===== config.mk =====
export PLATFORM = sky130hd
export DESIGN_NAME = serial_adder
export DESIGN_NICKNAME = d
export VERILOG_FILES = /design/src/rtl/serial_adder.sv
export SDC_FILE = /design/constraint.sdc
export NUM_CORES = 1
export LEC_CHECK = 0
export ABC_AREA = 1
export CORE_MARGIN = 2
export CORE_UTILIZATION = 25
export CTS_CLUSTER_DIAMETER = 50
export DETAILED_ROUTE_END_ITERATION = 8
export PLACE_DENSITY = 0.42
export SKIP_LAST_GASP = 1
export SLEW_MARGIN = 0
export SYNTH_ARGS = -nofsm -noshare
export SYNTH_HDL_FRONTEND = slang
export SYNTH_SLANG_ARGS = --single-unit

===== constraint.sdc =====
create_clock -name clk -period 2.3 [get_ports clk]
set_input_delay 0.46 -clock clk [delete_from_list [all_inputs] [get_ports clk]]
set_output_delay 0.46 -clock clk [all_outputs]
set_load 0.01 [all_outputs]

===== src/rtl/serial_adder.sv =====
// Bit-serial adder: one full-adder cell, LSB first, one bit per clock.
// Handshaked operands in, handshaked {sum, cout, ovf} out after WIDTH cycles.
module serial_adder #(
  parameter int WIDTH = 8
) (
  input  logic             clk,
  input  logic             rst_n,
  input  logic             in_valid,
  output logic             in_ready,
  input  logic [WIDTH-1:0] a,
  input  logic [WIDTH-1:0] b,
  input  logic             cin,
  output logic             out_valid,
  input  logic             out_ready,
  output logic [WIDTH-1:0] sum,
  output logic             cout,
  output logic             ovf
);

  localparam int CW = $clog2(WIDTH);

  typedef enum logic [1:0] {
    IDLE = 2'd0,
    RUN  = 2'd1,
    DONE = 2'd2
  } state_t;

  state_t           state_reg, state_next;
  logic [CW-1:0]    cnt_reg;
  logic [WIDTH-1:0] a_reg, b_reg;
  logic [WIDTH-1:0] result_reg, result_next;
  logic             carry_reg, cout_reg, ovf_reg;
  logic             last_bit, a_bit, b_bit, s_bit, c_next;

  assign last_bit = (cnt_reg == CW'(WIDTH - 1));

  // Operand copies shift right each RUN cycle, so bit i is always at position 0.
  assign a_bit  = a_reg[0];
  assign b_bit  = b_reg[0];
  assign s_bit  = a_bit ^ b_bit ^ carry_reg;
  assign c_next = (a_bit & b_bit) | (carry_reg & (a_bit ^ b_bit));

  generate
    for (genvar gi = 0; gi < WIDTH; gi++) begin : g_result
      assign result_next[gi] = (cnt_reg == CW'(gi)) ? s_bit : result_reg[gi];
    end
  endgenerate

  always_ff @(posedge clk) begin
    if (!rst_n) begin
      state_reg <= IDLE;
    end else begin
      state_reg <= state_next;
    end
  end

  always_comb begin
    state_next = state_reg;
    case (state_reg)
      IDLE:    if (in_valid) state_next = RUN;
      RUN:     if (last_bit) state_next = DONE;
      DONE:    if (out_ready) state_next = IDLE;
      default: state_next = IDLE;
    endcase
  end

  always_comb begin
    in_ready  = (state_reg == IDLE);
    out_valid = (state_reg == DONE);
  end

  always_ff @(posedge clk) begin
    if (!rst_n) begin
      cnt_reg    <= '0;
      carry_reg  <= 1'b0;
      result_reg <= '0;
      cout_reg   <= 1'b0;
      ovf_reg    <= 1'b0;
      a_reg      <= '0;
      b_reg      <= '0;
    end else begin
      case (state_reg)
        IDLE: begin
          if (in_valid) begin
            a_reg     <= a;
            b_reg     <= b;
            carry_reg <= cin;
            cnt_reg   <= '0;
          end
        end
        RUN: begin
          result_reg <= result_next;
          carry_reg  <= c_next;
          cnt_reg    <= cnt_reg + 1'b1;
          a_reg      <= a_reg >> 1;
          b_reg      <= b_reg >> 1;
          // carry_reg is the carry into the MSB while the last bit is processed
          if (last_bit) begin
            cout_reg <= c_next;
            ovf_reg  <= carry_reg ^ c_next;
          end
        end
        default: ;
      endcase
    end
  end

  assign sum  = result_reg;
  assign cout = cout_reg;
  assign ovf  = ovf_reg;

endmodule

==> flow_summary_export.csv, run 1 <==
group,metric,value,unit
run,cap_viol_max_count,0,
timing,relSlewSlack,64.30,%
logic_synthesis,synth_most_common_cell,"nand2_1",
power,swShare,27.02,%
detailed_routing,viasPerCell,4.014,
power,power.switching,345.8,µW
die,die_h,86.14,µm
clocking,clock_tree.htree_level_count,2,
grt,grt_pass1_vias,1344,
power,powerDensity,596.7,mW/mm²
detailed_routing,first_iter_violations,61,
timing,tightest_slew,533.8,ps
timing,fin_crit_sh,86.33,%
logic_synthesis,synth-edff-count,0,
logic_synthesis,syn-instance-count,260,
clocking,post_cts_resize_count,0,
logic_synthesis,yosys-top-cells-count,"nand2_1, inv_1, nor2_1, dfxtp_1, a21oi_1",
detailed_routing,vias,1481,
critical_path,rr_worst_depth,6,
clocking,cts_tree,"done",
logic_synthesis,ys.flop_type,"dfxtp_1",
clocking,cts_buffers,5,
grt,grt_pass1_wl,6099,µm
timing,hold_viol,0,
logic_synthesis,synthAdderAreaFrac,5.638,%
min_path,min_from,"sum[3]",
logic_synthesis,yosysTopAreaCell,"dfxtp_1",
detailed_routing,routed.top_layer,"met4",
logic_synthesis,async_reset_ff_share,0,%
logic_synthesis,netlist_area,0.001687,mm²
critical_path,cp_data_arrival_time,1530,ps
power,power_frac_comb,17.8,%
cells_and_area,n_fill_cell,704,
timing,setup_viol,0,
detailed_routing,wl,3562,µm
place,placed_area,0.002054,mm²
detailed_routing,routed-wl-met2,1552,µm
timing,fmax,0.5036,GHz
detailed_routing,drc_errors,0,
critical_path,r2r-end,"ovf",
grt,grt-ovfl-total,0,
logic_synthesis,muxShareOfSynthArea,0,%
critical_path,criticalPathCategory,"register to output port",
power,share_seq_of_total_power,47.4,%
critical_path,r2r_start,"state_reg[0]",
critical_path,required,1840,ps
grt,antenna_found_initial,0,
detailed_routing,wl_met3,177,µm
critical_path,worstSetupEndpointType,"output port",
clocking,clockBufferDepth,2,
min_path,whs_endpoint,"sum[3]",
die,dieArea,0.007419,mm²
power,p_leak,0.001002,µW
cells_and_area,layout-drive-gt1-share,5.137,%
die,fp-row-count,29,
power,peakVddDrop,0.0002184,V
grt,grt_max_degree,37,
die,die_x,86.14,µm
logic_synthesis,synth-simple-area-share,31.68,%
die,io-pin-count,33,
timing,tns,0,ps
logic_synthesis,yosysWarnings,0,
cells_and_area,diodes,0,
clocking,post_cts.repair.setup_buffers,0,
detailed_routing,wl_met1,1800,µm
die,start_util,26.26,%
critical_path,max_stage_delay,570,ps
run_status,status,"finished clean",
detailed_routing,wl_per_cell,9.653,µm
power,pwr-share-clk,34.8,%
grt,track_usage,10.51,%
detailed_routing,ant_nets,0,
logic_synthesis,yosysTopAreaCellShare,37.98,%
timing,skew,3.913,ps
place,port_buffers,32,
place,dp_hpwl,2509,µm
clocking,cts_root_buffer,"clkbuf_8",
logic_synthesis,synthTopCellsByArea,"dfxtp_1, nand2_1, inv_1",
timing,drv_slew,0,
timing,period_minus_slack,1986,ps
critical_path,slowest_stage,"clkdlybuf4s50_1",
clocking,cts.clk_slew.worst_paths,70,ps
logic_synthesis,synth_top_family_by_area,"simple AND/OR/NAND/NOR gates",
clocking,cts.sinks,32,
die,core_area,0.006422,mm²
detailed_routing,drt-pass1-iter-count,4,
timing,rsz0062_at_grt,"no",
place,place_congestion,0.6773,
min_path,hold_class,"register to register",
cells_and_area,fin_nets,319,
critical_path,path_max_fanout,3,
logic_synthesis,synth.distinct_cells,19,
clocking,clkLatencyLatePin,280,ps
logic_synthesis,synthesis.nets,288,
logic_synthesis,ys_ff_latch,32,
logic_synthesis,avgSynthCellArea,6.487,µm²
logic_synthesis,synth-compound-area-share,8.976,%
critical_path,path_cells,"inv_2 > nor2_1 > clkdlybuf4s50_1",
clocking,cts_hold_buf,0,
cells_and_area,postLayoutCellArea,0.002145,mm²
min_path,min_path_cells,2,
critical_path,startpoint_type,"register",
cells_and_area,syn2layout_area_growth,27.15,%
logic_synthesis,synthXorXnorAreaFrac,0.5193,%
power,p_int,934.0,µW
critical_path,r2r_slack,650,ps
logic_synthesis,ys_seq_area_share,37.98,%
-- critical path, delay by kind of cell (launching register included) --
kind                   cells  cell delay [ps]
buffers and inverters      2              670
flip-flops                 1              420
AND/OR/NAND/NOR            1              170
-- metal layers --
layer  vias up  track usage, %
li1        825               -
met1       626           14.13
met2        26           15.57
met3         4           3.176
met4         0           4.329
met5         -               0
-- cell families (layout without fill, tap and decap cells) --
group / after synthesis / after routing
adders and majority gates: 7 / 7
DFF: 32 / 32
AOI/OAI and AO/OA: 28 / 28
and+or+nand+nor: 135 / 135
xor gates and xnor gates: 1 / 1
buffers and inverters: 57 / 89
-- per-stage QoR --
step | instances | hold WS (ps) | total power [µW] | util (%) | setup slack [ps]
final | 369 | 460.6 | 1280 | 33.39 | 314.4
after global routing | 369 | 494.4 | 1374 | 33.39 | 211.1
after CTS | 369 | 465.5 | 1310 | 33.39 | 268.6
after detailed placement | 361 | 454.4 | 851.4 | 31.99 | 454.4
after global placement | 361 | 454.7 | 852.8 | 31.99 | 504.1
after floorplan | 260 | 439.0 | 778.3 | - | 1069
-- how the worst max path moves through the flow --
stage	to	startpoint	cells past startpoint	slack, ps
floorplan	sum[1]	a_reg[0]	5	1070
global placement	a_reg[7]	rst_n	3	500
detailed placement	sum[7]	rst_n	3	450
CTS	out_valid	state_reg[1]	3	270
global route	out_valid	state_reg[1]	3	210
finish	out_valid	state_reg[1]	3	310
-- final cells by class --
class                      instances  area, µm²  share of cell area (%)
multi-input combinational        171      789.5                   36.81
sequential                        32      640.6                   29.87
timing repair buffer              35      355.3                   16.57
inverter                          46      172.7                   8.051
tap                               77      96.34                   4.492
clock buffer                       8      90.09                   4.201
-- placed cells by master, fill, tap and decap left out, drive strengths merged --
cell type,netlist,final
nand3,8,8
nand2,89,89
xor2,1,1
nor2,38,38
o21ai,2,2
clkbuf,3,8
clkdlybuf4s50,0,32
inv,46,46
ha,6,6
fa,1,1
dfxtp,32,32
a21oi,26,26
buf,8,3
-- power by group through the flow --
stage / sequential [µW] / combinational, µW / clock [µW]
final: 606 / 228 / 446
after global routing: 611 / 263 / 500
after CTS: 606 / 233 / 470
after detailed placement: 619 / 232 / 0
after global placement: 619 / 234 / 0
after floorplan: 616 / 163 / 0
Power figures use the tool's default switching activity.
==> inputs of run 2 (changes only) <==
- CORE_MARGIN: 2 -> unset
==> flow_summary_export.csv, run 2 (synthesis results as in run 1) <==
group,metric,value,unit
critical_path,worst_path_dominant_cell_family,"buffers and inverters",
timing,fmax,0.5139,GHz
cells_and_area,multi_input_area,789.5,µm²
cells_and_area,utilization,33.31,%
power,peakVddDrop,0.0001983,V
place,dp_hpwl,2548,µm
timing,tightest_slew,349.6,ps
min_path,min_path_cells,2,
clocking,clockBufferDepth,2,
power,swShare,27.74,%
power,power_frac_comb,17.8,%
min_path,hold_class,"register to register",
clocking,cts_root_buffer,"clkbuf_8",
grt,antenna_found_initial,0,
min_path,whs_endpoint,"sum[3]",
detailed_routing,wl,3616,µm
clocking,cts_buffers,5,
critical_path,r2r_start,"state_reg[0]",
power,p_leak,0.001002,µW
place,place_congestion,0.7181,
critical_path,criticalPathCategory,"register to output port",
grt,track_usage,11.34,%
timing,period_minus_slack,1946,ps
grt,grt_max_degree,37,
clocking,post_cts_resize_count,0,
power,share_seq_of_total_power,46.8,%
grt,grt_pass1_vias,1479,
timing,fin_crit_sh,84.61,%
die,die_h,84.14,µm
die,core_area,0.006422,mm²
timing,setup_viol,0,
detailed_routing,viasPerCell,3.995,
critical_path,startpoint_type,"register",
timing,relSlewSlack,76.70,%
power,pwr-share-clk,35.4,%
detailed_routing,drt-pass1-iter-count,6,
clocking,cts_tree,"done",
critical_path,path_cells,"inv_2 > nor2_1 > clkdlybuf4s50_1",
clocking,cts.sinks,32,
critical_path,slowest_stage,"clkdlybuf4s50_1",
run_status,violations,"design-rule violations",
timing,tns,0,ps
cells_and_area,stdcell_count,370,
critical_path,cp_data_arrival_time,1490,ps
detailed_routing,vias,1478,
cells_and_area,layout-drive-gt1-share,5.461,%
die,start_util,26.26,%
cells_and_area,register_area,640.6,µm²
power,powerDensity,603.4,mW/mm²
die,io-pin-count,33,
power,p_int,933.0,µW
die,dieArea,0.007079,mm²
detailed_routing,ant_nets,0,
grt,grt_pass1_wl,6410,µm
timing,drv_slew,0,
critical_path,cp_num_buf_inv,2,
critical_path,worstSetupEndpointType,"output port",
run_status,status,"finished with violations",
detailed_routing,drc_errors,4,
timing,fin_hold_ws,459.8,ps
grt,grt-ovfl-total,0,
power,power.switching,358.1,µW
critical_path,r2r_slack,720,ps
cells_and_area,diodes,0,
timing,skew,7.164,ps
detailed_routing,wl_per_cell,9.773,µm
cells_and_area,fin_nets,320,
die,fp-row-count,29,
clocking,post_cts.repair.setup_buffers,0,
run,cap_viol_max_count,0,
critical_path,path_max_fanout,3,
timing,rsz0062_at_grt,"no",
critical_path,rr_worst_depth,6,
cells_and_area,layout_commonest_cell,"nand2_1",
die,die_x,84.14,µm
detailed_routing,first_iter_violations,40,
min_path,min_from,"sum[3]",
timing,hold_viol,0,
clocking,cts.clk_slew.worst_paths,70,ps
critical_path,required,1840,ps
clocking,clock_tree.htree_level_count,2,
critical_path,r2r-end,"ovf",
cells_and_area,layout_common_cells,"nand2_1, inv_1, nor2_1",
critical_path,max_stage_delay,560,ps
clocking,clkLatencyLatePin,290,ps
clocking,cts_hold_buf,0,
cells_and_area,n_fill_cell,733,
place,dpl.cell_count,362,
cells_and_area,syn2layout_area_growth,26.85,%
place,port_buffers,32,
## run 2: changes by cell type in the layout (fill, tap and decap cells not counted)
cell / previous run / this run
buf_12: 1 / 0
buf_4: 2 / 4
## run 2: worst reg2reg max path, cell delays in order, from the launching register on
cell and delay, ps:
dfxtp_1 430, buf_4 290, inv_2 70, nor2_4 260
nand2_1 230, nor2_1 150, nor2_1 50
## run 2: worst max-delay path by stage
stage                  from   endpoint  slack (ps)  cells after the start
3_3_place_gp       in_valid   b_reg[6]         570                      6
3_5_place_dp       in_valid   a_reg[6]         550                      6
5_1_grt        state_reg[1]  out_valid         320                      3
6_report       state_reg[1]  out_valid         350                      3
2_1_floorplan      a_reg[0]     sum[1]        1070                      5
4_1_cts        state_reg[1]  out_valid         340                      3
## run 2: final cells by class
class | count | area share [%]
Clock buffer | 8 | 4.211
Timing Repair Buffer | 36 | 16.37
Tap cell | 77 | 4.503
Inverter | 46 | 8.070
Sequential cell | 32 | 29.94
Multi-Input combinational cell | 171 | 36.90
## run 2: metal layers
layer	up-vias	wire length (µm)	global-route usage [%]
met1	619	1800	13.59
li1	828	-	-
met5	-	0	0
met4	0	65	5.172
met2	24	1612	18.78
met3	7	138	3.343
## run 2: per-stage QoR
stage               total power (µW)  worst slack (ps)  instance area [µm²]
floorplan                      778.3              1069                 1687
global placement               849.9             566.5                 2049
detailed placement             850.6             546.7                 2049
CTS                             1311             339.2                 2140
global route                    1370             316.9                 2140
finish                          1291             354.0                 2140
## run 2: power by group through the flow
stage	combinational [µW]	sequential (µW)	clock, µW
global placement	233	617	0
detailed placement	233	618	0
floorplan	163	616	0
global route	270	608	491
finish	230	605	456
CTS	234	605	471
